$ cat src/rtl/acquisition.sv
// Serial-search GPS L1 C/A acquisition engine.
// Sweeps PRN 1..32 and all 1023 code phases per PRN, correlating one code
// period of I/Q baseband against the local C/A code; sets a sticky flag per
// PRN whose non-coherent energy |accI|+|accQ| exceeds THRESHOLD.
module acquisition #(
    parameter int unsigned   SAMPLES_PER_CHIP = 4,
    parameter int unsigned   ACC_W            = 32,
    parameter logic [ACC_W:0] THRESHOLD       = (ACC_W + 1)'(200000)
) (
    input  logic               clk,
    input  logic               reset,
    input  logic signed [15:0] i_in,
    input  logic signed [15:0] q_in,
    output logic [31:0]        detectedSAT
);

    localparam int unsigned CODE_LEN  = 1023;
    localparam int unsigned DWELL_LEN = CODE_LEN * SAMPLES_PER_CHIP;
    localparam int unsigned CNT_W     = $clog2(DWELL_LEN);
    localparam int unsigned CHIP_W    = (SAMPLES_PER_CHIP > 1) ? $clog2(SAMPLES_PER_CHIP) : 1;
    localparam int unsigned E_W       = ACC_W + 1;

    localparam logic [CNT_W-1:0]  DWELL_LAST = CNT_W'(DWELL_LEN - 1);
    localparam logic [CNT_W-1:0]  SLIP_LAST  = CNT_W'(SAMPLES_PER_CHIP - 1);
    localparam logic [CHIP_W-1:0] CHIP_LAST  = CHIP_W'(SAMPLES_PER_CHIP - 1);
    localparam logic [9:0]        LAST_PHASE = 10'd1022;
    localparam logic              HAS_SLIP   = (SAMPLES_PER_CHIP > 1);

    typedef enum logic [0:0] {
        ST_DWELL = 1'b0,
        ST_SLIP  = 1'b1
    } state_t;

    state_t                   state;
    logic [CNT_W-1:0]         cnt;
    logic [CHIP_W-1:0]        chip_cnt;
    logic                     eval;
    logic [4:0]               prn;
    logic [9:0]               phase;
    logic [9:0]               g1;
    logic [9:0]               g2;
    logic signed [ACC_W-1:0]  acc_i;
    logic signed [ACC_W-1:0]  acc_q;

    // G2 output taps {a-1, b-1} for PRN index (PRN-1)
    function automatic logic [7:0] g2_taps(input logic [4:0] idx);
        logic [7:0] t;
        t = '0;
        unique case (idx)
            5'd0:  t = {4'd1, 4'd5};
            5'd1:  t = {4'd2, 4'd6};
            5'd2:  t = {4'd3, 4'd7};
            5'd3:  t = {4'd4, 4'd8};
            5'd4:  t = {4'd0, 4'd8};
            5'd5:  t = {4'd1, 4'd9};
            5'd6:  t = {4'd0, 4'd7};
            5'd7:  t = {4'd1, 4'd8};
            5'd8:  t = {4'd2, 4'd9};
            5'd9:  t = {4'd1, 4'd2};
            5'd10: t = {4'd2, 4'd3};
            5'd11: t = {4'd4, 4'd5};
            5'd12: t = {4'd5, 4'd6};
            5'd13: t = {4'd6, 4'd7};
            5'd14: t = {4'd7, 4'd8};
            5'd15: t = {4'd8, 4'd9};
            5'd16: t = {4'd0, 4'd3};
            5'd17: t = {4'd1, 4'd4};
            5'd18: t = {4'd2, 4'd5};
            5'd19: t = {4'd3, 4'd6};
            5'd20: t = {4'd4, 4'd7};
            5'd21: t = {4'd5, 4'd8};
            5'd22: t = {4'd0, 4'd2};
            5'd23: t = {4'd3, 4'd5};
            5'd24: t = {4'd4, 4'd6};
            5'd25: t = {4'd5, 4'd7};
            5'd26: t = {4'd6, 4'd8};
            5'd27: t = {4'd7, 4'd9};
            5'd28: t = {4'd0, 4'd5};
            5'd29: t = {4'd1, 4'd6};
            5'd30: t = {4'd2, 4'd7};
            5'd31: t = {4'd3, 4'd8};
        endcase
        return t;
    endfunction

    logic [7:0]              taps;
    logic                    chip;
    logic [9:0]              g1_next;
    logic [9:0]              g2_next;
    logic signed [ACC_W-1:0] smp_i;
    logic signed [ACC_W-1:0] smp_q;
    logic signed [ACC_W-1:0] base_i;
    logic signed [ACC_W-1:0] base_q;
    logic [E_W-1:0]          ext_i;
    logic [E_W-1:0]          ext_q;
    logic [E_W-1:0]          mag_i;
    logic [E_W-1:0]          mag_q;
    logic [E_W-1:0]          energy;
    logic                    hit;

    // Local code: bit k-1 holds register stage k; output stage is bit 9
    assign taps    = g2_taps(prn);
    assign chip    = g1[9] ^ g2[taps[7:4]] ^ g2[taps[3:0]];
    assign g1_next = {g1[8:0], g1[2] ^ g1[9]};
    assign g2_next = {g2[8:0], g2[1] ^ g2[2] ^ g2[5] ^ g2[7] ^ g2[8] ^ g2[9]};

    // Sign-extended samples; a pending decision restarts the accumulation
    assign smp_i  = ACC_W'(i_in);
    assign smp_q  = ACC_W'(q_in);
    assign base_i = eval ? '0 : acc_i;
    assign base_q = eval ? '0 : acc_q;

    // Energy of the just-finished dwell, one bit wider so |most-negative| fits
    assign ext_i  = {acc_i[ACC_W-1], acc_i};
    assign ext_q  = {acc_q[ACC_W-1], acc_q};
    assign mag_i  = acc_i[ACC_W-1] ? (E_W'(0) - ext_i) : ext_i;
    assign mag_q  = acc_q[ACC_W-1] ? (E_W'(0) - ext_q) : ext_q;
    assign energy = mag_i + mag_q;
    assign hit    = eval && (energy > THRESHOLD);

    // Search sequencer, code generator, correlators and detection flags
    always_ff @(posedge clk or negedge reset) begin
        if (!reset) begin
            state       <= ST_DWELL;
            cnt         <= '0;
            chip_cnt    <= '0;
            eval        <= 1'b0;
            prn         <= '0;
            phase       <= '0;
            g1          <= '1;
            g2          <= '1;
            acc_i       <= '0;
            acc_q       <= '0;
            detectedSAT <= '0;
        end else begin
            unique case (state)
                ST_DWELL: begin
                    if (chip_cnt == CHIP_LAST) begin
                        chip_cnt <= '0;
                        g1       <= g1_next;
                        g2       <= g2_next;
                    end else begin
                        chip_cnt <= chip_cnt + CHIP_W'(1);
                    end
                    acc_i <= chip ? (base_i - smp_i) : (base_i + smp_i);
                    acc_q <= chip ? (base_q - smp_q) : (base_q + smp_q);
                    eval  <= (cnt == DWELL_LAST);
                    cnt   <= (cnt == DWELL_LAST) ? '0 : cnt + CNT_W'(1);
                    // Decision cycle: generator has wrapped to its seed here,
                    // so this sample is chip 0 of whatever comes next
                    if (eval) begin
                        if (hit) begin
                            detectedSAT[prn] <= 1'b1;
                        end
                        if (hit || phase == LAST_PHASE) begin
                            prn   <= prn + 5'd1;
                            phase <= '0;
                        end else begin
                            phase    <= phase + 10'd1;
                            acc_i    <= '0;
                            acc_q    <= '0;
                            g1       <= '1;
                            g2       <= '1;
                            chip_cnt <= '0;
                            state    <= HAS_SLIP ? ST_SLIP : ST_DWELL;
                            cnt      <= HAS_SLIP ? CNT_W'(1) : '0;
                        end
                    end
                end
                ST_SLIP: begin
                    if (cnt == SLIP_LAST) begin
                        state <= ST_DWELL;
                        cnt   <= '0;
                    end else begin
                        cnt <= cnt + CNT_W'(1);
                    end
                end
            endcase
        end
    end

endmodule

$ cat config.mk
export PLATFORM = sky130hd
export DESIGN_NAME = acquisition
export DESIGN_NICKNAME = d
export VERILOG_FILES = /design/src/rtl/acquisition.sv
export SDC_FILE = /design/constraint.sdc
export NUM_CORES = 1
export LEC_CHECK = 0
export BUFFER_PORTS_ARGS = -buffer_cell sky130_fd_sc_hd__buf_2
export CAP_MARGIN = 10
export CORE_ASPECT_RATIO = 0.75
export CORE_MARGIN = 2
export CORE_UTILIZATION = 50
export DETAILED_ROUTE_END_ITERATION = 8
export PLACE_DENSITY_LB_ADDON = 0.3
export SYNTH_ARGS = -nofsm -noshare
export SYNTH_HDL_FRONTEND = slang
export SYNTH_SLANG_ARGS = --single-unit
$ cat constraint.sdc
create_clock -name clk -period 8.5 [get_ports clk]
set_input_delay 0.85 -clock clk [delete_from_list [all_inputs] [get_ports clk]]
set_output_delay 0.85 -clock clk [all_outputs]
set_load 0.02 [all_outputs]
==> summary.md <==
| Metric | Value |
|---|---|
| Initial detailed-routing violation count | approximately 1,000 |
| DP Wirelength | ~28,000 um |
| Post-synthesis sequential area ratio | approximately a quarter |
| Root Buffer | clkbuf_16 |
| CP Max Fanout | 31 |
| Diodes inserted | 0 |
| Die Area | 29,800 um2 |
| First-pass GRT wire length | ~63,000 um |
| Via-to-Cell Ratio | between 6 and 7 |
| Count leader, synth | nand2_1 |
| Cell Rows | 53 |
| Final Wtd Congestion | around 1 |
| Yosys warnings | 0 |
| Setup_tns | 0 ps |
| Register area | between 3000 and 4000 um2 |
| Vias in the first global route | between 10,000 and 15,000 |
| Die Height | 150 um |
| Synthesized area per cell | 8.15 um2 |
| Mapped Nets | between 1,500 and 2,000 |
| Fin crit share | a little under 90% |
| Status | finished clean |
| Drt total wl | 38,300 um |
| Worst Hold Class | in -> async |
| Final Critical Period | 7540 ps |
| Fin worst setup slack | roughly 960 ps |
| CTS tree | done |
| Wire length per cell | 17.8 um |
| Pre-CTS setup slack | 1110 ps |
| EDFF count, synth | 0 |
| TritonRoute pass-1 iters | 7 |
| I/O pin count | 66 |
| Clock slew at reported path FFs | approximately 70 ps |
| Worst skew pair latency | approximately 440 ps |
| Slew Viols, Final | 0 |
| R2R setup slack | between 900 and 1000 ps |
| Layout net count | roughly 1,900 |
| Area of the multi-input gates | around 10000 um2 |
| Worst setup SP type | register |
| Fmax | approximately 0.13 GHz |
| H-tree depth | 4 |
| Gr usage total | 26.4% |
| # DRC | 0 |
| Core footprint | 28,000 um2 |
| Distinct cells, synth | 91 |
| Clock buffer depth | 2 |
| Critical path class | reg -> reg |
| Final Hold Fails | 0 |
| Worst slew pin tran | about 1100 ps |
| Seq cells post-synth | 147 |
| Netlist area before placement | ~14,000 um2 |
| Mapped Cells | around 1,700 |
| Fin Clk Skew | roughly 17 ps |
| Synth-to-layout area growth | 8.05% |
| Chip width | slightly below 200 um |
| Area contributors post-synth | dfrtp_1, ha_1, xnor2_1 |
| Most frequent cells after synthesis | nand2_1, o21ai_0, dfrtp_1, a21oi_1, xnor2_1 |
| Yosys top cell area share | between 20% and 30% |
| Resize count post-CTS | 0 |
| Hold_buf cts | 0 |
| Final setup viols | 0 |
| RSZ-0062 raised after global routing | no |
| Post-CTS Setup Bufs | 0 |
| Layout fillers | roughly 2,600 |
| Grt total ovfl | 0 |
| Async set-reset flop share out of synthesis | between 90% and 100% |
| Slew headroom | between 20% and 30% |
| CTS Buf Count | 17 |
| Ys flop type | dfrtp_1 |
| Sink Count | between 100 and 150 |
| Endpoint class of the critical path | register |
| Port Buffers | 65 |
| Layout cells sized above 1 | a little over 10% |
| Initial Utilization | between 50 and 60% |
| Antenna violations before repair | 1 |
| Largest area contributor in the netlist | dfrtp_1 |
| Crit path DAT | 7860 ps |
| Largest net degree at the start of global routing | 85 |
| Crit path required time | between 8000 and 9000 ps |
| Max Cap Viol | 0 |
| Via count | 13,300 |
| Antenna Nets Post-Route | 0 |
[logic make-up (layout without fill, tap and decap cells)]
family,count (synthesis),in the layout,share of synthesized area [%]
simple gates,596,596,21.3
flops,147,147,26.1
mux,11,11,1.07
fa+ha+maj,113,113,10.1
compound gates,561,561,26.5
xor+xnor,180,180,11.2
buf+inv,134,156,3.80
[state kept, by name, summed over array words and instances, names as in the netlist]
| name | flops |
|---|---|
| acc_i | 32 |
| acc_q | 32 |
| detectedSAT | 32 |
| cnt | 12 |
| g1 | 10 |
| g2 | 10 |
| phase | 10 |
| prn | 5 |
| chip_cnt | 2 |
| eval | 1 |
| state | 1 |
[cells in the final DEF, fill, tap and decap left out, types with 17 or more instances in the layout]
cell,count
ha_1,110
buf_2,64
or3_1,19
o31ai_1,42
a31o_2,24
o21a_1,25
o211ai_1,24
or4_1,19
nor2b_1,72
inv_1,46
and3_1,20
xnor2_1,119
nor2_1,91
a21oi_1,121
nor3_1,24
nand3_1,45
xor2_1,60
o21ai_0,134
nand2b_1,31
a21o_1,54
clkbuf_16,17
dfrtp_1,125
dfstp_2,20
nand2_1,200
[area by class of cell]
type | instances | area share [%]
inverter | 47 | 1.15
clock inverter | 15 | 1.08
multi-input combinational | 1461 | 64.9
clock buffer | 17 | 2.77
sequential | 147 | 24.2
timing repair buffer | 77 | 2.75
tap | 385 | 3.14
[final timing paths]
path / from / endpoint / depth (start not counted)
setup / recovery: prn[4]$_DFFE_PN0P_ / acc_q[31]$_DFFE_PN0N_ / 22
hold / removal: reset / detectedSAT[20]$_DFFE_PN0P_ / 1
setup reg to reg: prn[4]$_DFFE_PN0P_ / acc_q[31]$_DFFE_PN0N_ / 22
hold reg to reg: detectedSAT[18]$_DFFE_PN0P_ / detectedSAT[18]$_DFFE_PN0P_ / 1
max in group asynchronous: reset / state$_DFF_PN0_ / 2
min in group clk: detectedSAT[18]$_DFFE_PN0P_ / detectedSAT[18]$_DFFE_PN0P_ / 1
[critical path: stages, from the launching register on]
cell and delay (ps):
dfrtp_1 950, nor2_1 380, a32o_1 350, or2_1 280, o211a_1 240, or4_1 490
a21oi_1 540, nor2_2 230, xnor2_1 190, buf_4 230, nor2_1 800, a21oi_1 140
ha_1 390, a21o_1 200, a21o_1 180, a21o_1 200, a311o_1 330, a211o_1 300
a221o_1 340, a21o_1 190, a21oi_1 180, xnor2_1 90, o21ba_1 180
[stage by stage]
| stage | cell area [um2] | hold slack, ps | cells | util (%) |
|---|---|---|---|---|
| CTS | 15300 | 469 | 2149 | 54.8 |
| floorplan | 14200 | 456 | 1742 | - |
| detailed placement | 14700 | 452 | 2117 | 52.7 |
| global route | 15300 | 481 | 2149 | 54.8 |
| global placement | 14700 | 448 | 2117 | 52.7 |
| finish | 15300 | 447 | 2149 | 54.8 |
[layer usage]
layer	global-route usage (%)	routed length, um	vias to the layer above
met3	4.96	2730	34
met4	6.60	568	0
li1	-	-	6410
met5	0	0	-
met1	39.5	18900	6425
met2	38.8	16100	414
Power is not shown: default switching activity piles up to over one toggle a cycle in this logic, so the estimate is an artifact.
